**config.mk**
```make
export PLATFORM = sky130hd
export DESIGN_NAME = cache_line_ctrl
export DESIGN_NICKNAME = d
export VERILOG_FILES = /design/src/rtl/cache_line_ctrl.sv
export SDC_FILE = /design/constraint.sdc
export NUM_CORES = 1
export LEC_CHECK = 0
export ABC_AREA = 1
export BUFFER_PORTS_ARGS = -buffer_cell sky130_fd_sc_hd__buf_2
export CAP_MARGIN = 15
export CORE_AREA = 2 2 51 53
export DETAILED_ROUTE_END_ITERATION = 8
export DIE_AREA = 0 0 53 55
export PLACE_DENSITY = 0.66
export SLEW_MARGIN = 20
export SYNTH_ARGS = -nofsm -noshare
export SYNTH_HDL_FRONTEND = slang
export SYNTH_SLANG_ARGS = --single-unit
export TNS_END_PERCENT = 1
```
**constraint.sdc**
```tcl
create_clock -name CLK -period 1.3 [get_ports CLK]
set_input_delay 0.195 -clock CLK [delete_from_list [all_inputs] [get_ports CLK]]
set_output_delay 0.195 -clock CLK [all_outputs]
set_load 0.01 [all_outputs]
```
**src/rtl/cache_line_ctrl.sv**
```systemverilog
// Main control FSM for a direct-mapped, write-through, no-write-allocate cache:
// serves read hits, sequences 4-beat block refills and single-word write-throughs.
//
// state  | meaning
// IDLE   | accept CPU request; read hits served this cycle
// REFILL | fetch block words 0..3 from memory, one per mem_ready
// WRITE  | write-through of latched word, wait for mem_ready
// DONE   | one settling cycle before returning to IDLE
module cache_line_ctrl #(
  parameter int ADDR_W = 10,
  parameter int OFF_W  = 2
) (
  input  logic              CLK,
  input  logic              RST,
  input  logic              cpu_rd,
  input  logic              cpu_wr,
  input  logic [ADDR_W-1:0] cpu_addr,
  input  logic              hit,
  input  logic              mem_ready,
  output logic              stall,
  output logic              mem_rd,
  output logic              mem_wr,
  output logic [ADDR_W-1:0] mem_addr,
  output logic              refill_we,
  output logic [OFF_W-1:0]  refill_word,
  output logic              cpu_we,
  output logic              tag_we
);

  typedef enum logic [1:0] {IDLE, REFILL, WRITE, DONE} state_t;

  state_t              state;
  logic [OFF_W-1:0]    cnt;
  logic [ADDR_W-1:0]   addr_q;
  logic                last_beat;

  assign last_beat = (cnt == {OFF_W{1'b1}});

  always_ff @(posedge CLK or negedge RST) begin
    if (!RST) begin
      state  <= IDLE;
      cnt    <= '0;
      addr_q <= '0;
    end else begin
      case (state)
        IDLE: begin
          // a write wins over a simultaneous read
          if (cpu_wr) begin
            addr_q <= cpu_addr;
            state  <= WRITE;
          end else if (cpu_rd && !hit) begin
            addr_q <= cpu_addr;
            cnt    <= '0;
            state  <= REFILL;
          end
        end
        REFILL: begin
          if (mem_ready) begin
            cnt <= cnt + 1'b1;
            if (last_beat) state <= DONE;
          end
        end
        WRITE: begin
          if (mem_ready) state <= DONE;
        end
        DONE: begin
          cnt   <= '0;
          state <= IDLE;
        end
        default: state <= IDLE;
      endcase
    end
  end

  // Outputs forced low while reset is held so an abandoned refill drops at once.
  always_comb begin
    stall       = 1'b0;
    mem_rd      = 1'b0;
    mem_wr      = 1'b0;
    mem_addr    = '0;
    refill_we   = 1'b0;
    refill_word = cnt;
    cpu_we      = 1'b0;
    tag_we      = 1'b0;
    if (!RST) begin
      refill_word = '0;
    end else begin
      case (state)
        IDLE: begin
          if (cpu_wr) begin
            stall  = 1'b1;
            cpu_we = hit;
          end else if (cpu_rd && !hit) begin
            stall = 1'b1;
          end
        end
        REFILL: begin
          stall     = 1'b1;
          mem_rd    = 1'b1;
          mem_addr  = {addr_q[ADDR_W-1:OFF_W], cnt};
          refill_we = mem_ready;
          tag_we    = mem_ready && last_beat;
        end
        WRITE: begin
          stall    = 1'b1;
          mem_wr   = 1'b1;
          mem_addr = addr_q;
        end
        DONE: begin
          stall = 1'b1;
        end
        default: stall = 1'b0;
      endcase
    end
  end

endmodule

```
# [Word-level counts from Yosys, hierarchy flattened]
# Index checks and enable logic that the tools add are counted.
[totals] output_inout_bits=18 ff_bits=14 word_cells=54 in_bits=16
[classes] reduce_logical=10 n_addsub=1 muxes=30 eq_ne=10
[ops] op="two-way mux 10 bit" count=3
[ops] op="one-hot mux 10 bit (2 select lines)" count=1
[ops] op="two-way mux 2 bit" count=9
[ops] op="two-way mux 1 bit" count=14
[ops] op="inequality test 2 bit (second input constant)" count=5
[ops] op="one-hot mux 2 bit (4 select lines)" count=1
[ops] op="AND reduction 4 bit" count=2
[ops] op="equality test 2 bit (second input constant)" count=3
[ops] op="one-hot mux 2 bit (3 select lines)" count=1
[ops] op="inequality test 3 bit (second input constant)" count=1
[ops] op="nonzero test 3 bit" count=1
[ops] op="OR reduction 3 bit" count=1
[ops] op="adder 2 x 1 -> 2 bit (second input constant)" count=1
[ops] op="equality test 2 x 1 -> 1 bit (second input constant)" count=1
[ops] op="logical AND 1 bit" count=2
[ops] op="zero test 2 bit" count=1
[ops] op="one-hot mux 1 bit (2 select lines)" count=1
[ops] op="AND reduction 2 bit" count=1
[ops] op="nonzero test 2 bit" count=1
[ops] op="zero test 1 bit" count=1

# [Logic depth before layout (Yosys ltp)]
[logic_depth] word_depth=6 ltp_mapped=8 mapped_depth_nobuf=8

# [Least setup slack after synthesis]
# Ideal clock, no wire load.
[synth_path] kind="reg-to-output" start="reg state[1]" end="out mem_addr[2]" slack_ps=17 arrival_time_ps=1088 required_time_ps=1105 stages_incl_launch_ff=7 path_buffers=0 path_cell_list="dfrtp_1 > inv_1 > ha_1 > inv_2 > nand2_4 > nand2_1 > nor2_1"
[synth_via] elab_chain_len=3 elab_cells_between_ends=4 classes_between="eq/ne (2); mux (2)"
[synth_rtl] element="from (decl)" line="32" text="state_t state;"
[synth_rtl] element="from (signal assigned)" line="41" text="state <= IDLE;"
[synth_rtl] element="from (signal assigned)" line="50" text="state <= WRITE;"
[synth_rtl] element="from (signal assigned)" line="54" text="state <= REFILL;"
[synth_rtl] element="equality test 2 bit or equality test 2 x 1 -> 1 bit (tied branches)" line="88" text="case (state)"
[synth_rtl] element="one-hot mux 10 bit (2 select lines) (*)" line="88"
[synth_rtl] element="two-way mux 10 bit (*)" line="85" text="if (!RST) begin"
[synth_rtl] element="to (decl)" line="23" text="output logic [ADDR_W-1:0] mem_addr,"
# Every way passes the cells marked *; elsewhere a longest branch is shown, timed or not.

# [Worst setup path in the final report]
[layout_path] start="reg state[0]" end="out mem_addr[0]"
# Same word-level chain as after synthesis.

==> insert_results.sql <==
INSERT INTO impl_metrics (metric_group, metric, value, unit) VALUES
('power', 'power_density', '2320', 'nW/um^2'),
('floorplan', 'rows', '18', ''),
('power', 'p_sw_share', '44.5', '%'),
('timing', 'final-setup-viol-count', '20', ''),
('worst_setup_path', 'critPathCaptureType', 'output port', ''),
('power', 'cell_internal_pwr', '0.00182', 'W'),
('floorplan', 'boundaryPins', '34', ''),
('floorplan', 'die_h', '55', 'um'),
('layout', 'finish.net_count', '212', ''),
('detailed_routing', 'postRouteAntennaNets', '0', ''),
('detailed_routing', 'drc', '0', ''),
('clocking', 'cts_tree', 'yes', ''),
('global_route', 'maximum_number_of_pins_on_one_net_before_global_route_repair', '11', ''),
('placed_design', 'place_congestion', '0.815', ''),
('outcome', 'run_status', 'complete, but fails checks', ''),
('yosys', 'synthTopCellsByArea', 'sky130_fd_sc_hd__dfrtp_1 (38%), sky130_fd_sc_hd__nand2_1 (21%), sky130_fd_sc_hd__ha_1 (8.1%), sky130_fd_sc_hd__nand3_1 (7.6%), sky130_fd_sc_hd__nor2_1 (6.1%)', ''),
('clocking', 'clock-root-buffer', 'sky130_fd_sc_hd__clkbuf_4', ''),
('yosys', 'ys_seq_elements', '14', ''),
('layout', 'num-fill-cells', '223', ''),
('worst_setup_path', 'crit_required', '1.11', 'ns'),
('yosys', 'post_synth_mux_area_share', '0', '%'),
('floorplan', 'placeableCoreArea', '2360', 'um^2'),
('detailed_routing', 'detail_route.wl_per_cell', '11.8', 'um'),
('power', 'worst_ir_drop_vdd', '0.00126', 'V'),
('yosys', 'synth-simple-area-share', '42.5', '%'),
('yosys', 'ys_types', '18', ''),
('worst_setup_path', 'worstSetupStartpointType', 'flop', ''),
('detailed_routing', 'drt_iter0_markers', '23', ''),
('yosys', 'post_syn_instances', '135', ''),
('yosys', 'synth_sequential_area_ratio', '37.9', '%'),
('yosys', 'synth_top_family_by_area', 'simple AND/OR/NAND/NOR gates', ''),
('layout', 'insertedDiodeCount', '0', ''),
('power', 'power.total', '0.00329', 'W'),
('floorplan', 'die-width', '53', 'um'),
('detailed_routing', 'first_pass_iters', '4', ''),
('global_route', 'grt_overflow', '0', ''),
('placed_design', 'detailed_place.area', '1210', 'um^2'),
('hold_path', 'holdCritPathClass', 'in -> async', ''),
('layout', 'drive_above_1_share', '41.3', '%'),
('clocking', 'numClockSinks', '14', ''),
('yosys', 'synth.yosys.warnings', '0', ''),
('yosys', 'post-synth-top-area-cell', 'sky130_fd_sc_hd__dfrtp_1', ''),
('worst_setup_path', 'crit_arrival', '1.45', 'ns'),
('global_route', 'antenna_found_initial', '0', ''),
('yosys', 'synthAdderAreaFrac', '8.12', '%'),
('timing', 'period_share', '127', '%'),
('worst_setup_path', 'critPathMaxFanout', '3', ''),
('power', 'share_comb_of_total_power', '66.9', '%'),
('yosys', 'synth_xor_area_share', '0', '%'),
('floorplan', 'effective_utilization_at_floorplan', '39.1', '%'),
('timing', 'relative_slew_slack', '81.1', '%'),
('clocking', 'clk-insertion-delay-late', '0.28', 'ns'),
('layout', 'final_cell_area', '1420', 'um^2'),
('global_route', 'grt_pass1_vias', '956', ''),
('power', 'power.switching', '0.00146', 'W'),
('detailed_routing', 'detail_route.vias_per_cell', '4.72', ''),
('layout', 'flow.area_growth_from_synthesis', '53.5', '%'),
('timing', 'max_freq', '0.608', 'GHz'),
('yosys', 'post_synth.cell_area_avg', '6.85', 'um^2'),
('placed_design', 'io_buffers', '33', ''),
('detailed_routing', 'finalWirelength', '2.58', 'mm'),
('global_route', 'groute.usage.overall', '19.4', '%'),
('timing', 'unrepaired_setup_endpoints_after_global_routing', 'true', ''),
('timing', 'report.final.hold_viol_count', '0', ''),
('power', 'power_frac_seq', '23.7', '%'),
('layout', 'layout.cells.non_filler', '219', ''),
('global_route', 'grt_pass1_wl', '4.06', 'mm'),
('clocking', 'cts-root-to-sink-buffers', '2', ''),
('outcome', 'violations', 'negative setup slack', ''),
('timing', 'final.setup.tns', '-5.45', 'ns'),
('timing', 'finalWorstSetupSlack', '-0.345', 'ns');
stage by stage:
| stage | hold WS [ns] | setup slack, ns |
|---|---|---|
| floorplan | -0.101 | 0.0166 |
| global placement | 0.0777 | -0.131 |
| detailed placement | 0.0741 | -0.158 |
| CTS | 0.0299 | -0.319 |
| global route | 0.0499 | -0.451 |
| finish | 0.0450 | -0.345 |
sequential cells by signal, summed over array words and instances (netlist names):
signal	count
cnt	2
addr_q	10
state	2
path summary, 6_finish.rpt:
path,start,end,slack (ns),cells after the start
worst max-delay path,state[0],mem_addr[0],-0.34,6
worst min-delay path,RST,addr_q[1],0.05,2
worst max register to register,state[0],state[1],-0.34,11
worst min register to register,addr_q[7],addr_q[7],0.48,2
max in group asynchronous,RST,cnt[1],0.62,2
min in group CLK,cpu_addr[2],addr_q[2],0.15,3
area by class of cell:
cell class                 instances  area, um^2  share of cell area, %
multi-input combinational        103         587                   41.4
sequential                        14         350                   24.7
timing repair buffer              52         338                   23.8
inverter                          16        70.1                   4.94
tap                               30        37.5                   2.65
clock buffer                       4        36.3                   2.56
cells in the final DEF (no fill, tap or decap), types with 3 or more instances in the layout:
master	count
sky130_fd_sc_hd__nand2_1	49
sky130_fd_sc_hd__buf_2	33
sky130_fd_sc_hd__nor2_1	14
sky130_fd_sc_hd__nand3_1	14
sky130_fd_sc_hd__dfrtp_1	14
sky130_fd_sc_hd__buf_4	13
sky130_fd_sc_hd__inv_1	11
sky130_fd_sc_hd__nand2_2	5
sky130_fd_sc_hd__buf_6	4
sky130_fd_sc_hd__inv_2	3
sky130_fd_sc_hd__nor2_2	3
sky130_fd_sc_hd__ha_1	3
sky130_fd_sc_hd__ha_4	3
sky130_fd_sc_hd__clkbuf_4	3
Yosys cell counts:
library cell,count
sky130_fd_sc_hd__inv_1,14
sky130_fd_sc_hd__o21ai_0,3
sky130_fd_sc_hd__nor2_2,2
sky130_fd_sc_hd__buf_6,1
sky130_fd_sc_hd__nand2_4,1
sky130_fd_sc_hd__ha_1,6
sky130_fd_sc_hd__buf_2,1
sky130_fd_sc_hd__dfrtp_1,14
sky130_fd_sc_hd__nand3b_1,1
sky130_fd_sc_hd__a21oi_1,2
sky130_fd_sc_hd__nand2_1,52
sky130_fd_sc_hd__inv_2,2
sky130_fd_sc_hd__nor3_1,1
sky130_fd_sc_hd__nand2_2,4
sky130_fd_sc_hd__nor2_1,15
sky130_fd_sc_hd__nand3_1,14
sky130_fd_sc_hd__clkbuf_2,1
sky130_fd_sc_hd__nand3_2,1
power groups by stage:
stage	combinational [W]	clock (W)	sequential, W
after detailed placement	0.00160	0	0.000776
final	0.00220	0.000310	0.000778
after global routing	0.00242	0.000347	0.000798
after floorplan	0.000998	0	0.000744
after CTS	0.00202	0.000322	0.000769
after global placement	0.00156	0	0.000776
metal layers:
layer	track usage, %	vias up	part of all wire (%)
met1	22.4	475	42
met5	0	-	0
met3	2.42	4	5.0
met2	35.6	28	52
met4	9.40	0	1.1
li1	-	526	-
worst max-delay path, stage by stage, from the launching register on:
cell,delay [ns]
sky130_fd_sc_hd__dfrtp_1,0.43
sky130_fd_sc_hd__inv_2,0.14
sky130_fd_sc_hd__ha_4,0.19
sky130_fd_sc_hd__buf_6,0.11
sky130_fd_sc_hd__nand2_1,0.06
sky130_fd_sc_hd__a21oi_2,0.11
sky130_fd_sc_hd__buf_2,0.13
cells by family (layout without fill, tap and decap cells):
family | after synthesis | in the layout
AND/OR/NAND/NOR | 91 | 92
buffers and inverters | 19 | 72
flip-flops | 14 | 14
AO/OA/AOI/OAI | 5 | 5
adder cells (fa/ha/maj) | 6 | 6
repair_timing:
item,4_1_cts,5_1_grt
gates resized for setup,19,9
hold endpoints to repair,3,0
hold buffers,1,0
gates cloned,1,0
setup endpoints to repair,20,30
buffers inserted,5,1
pin swaps,6,7
No activity file was read; power rests on OpenSTA's default activity.
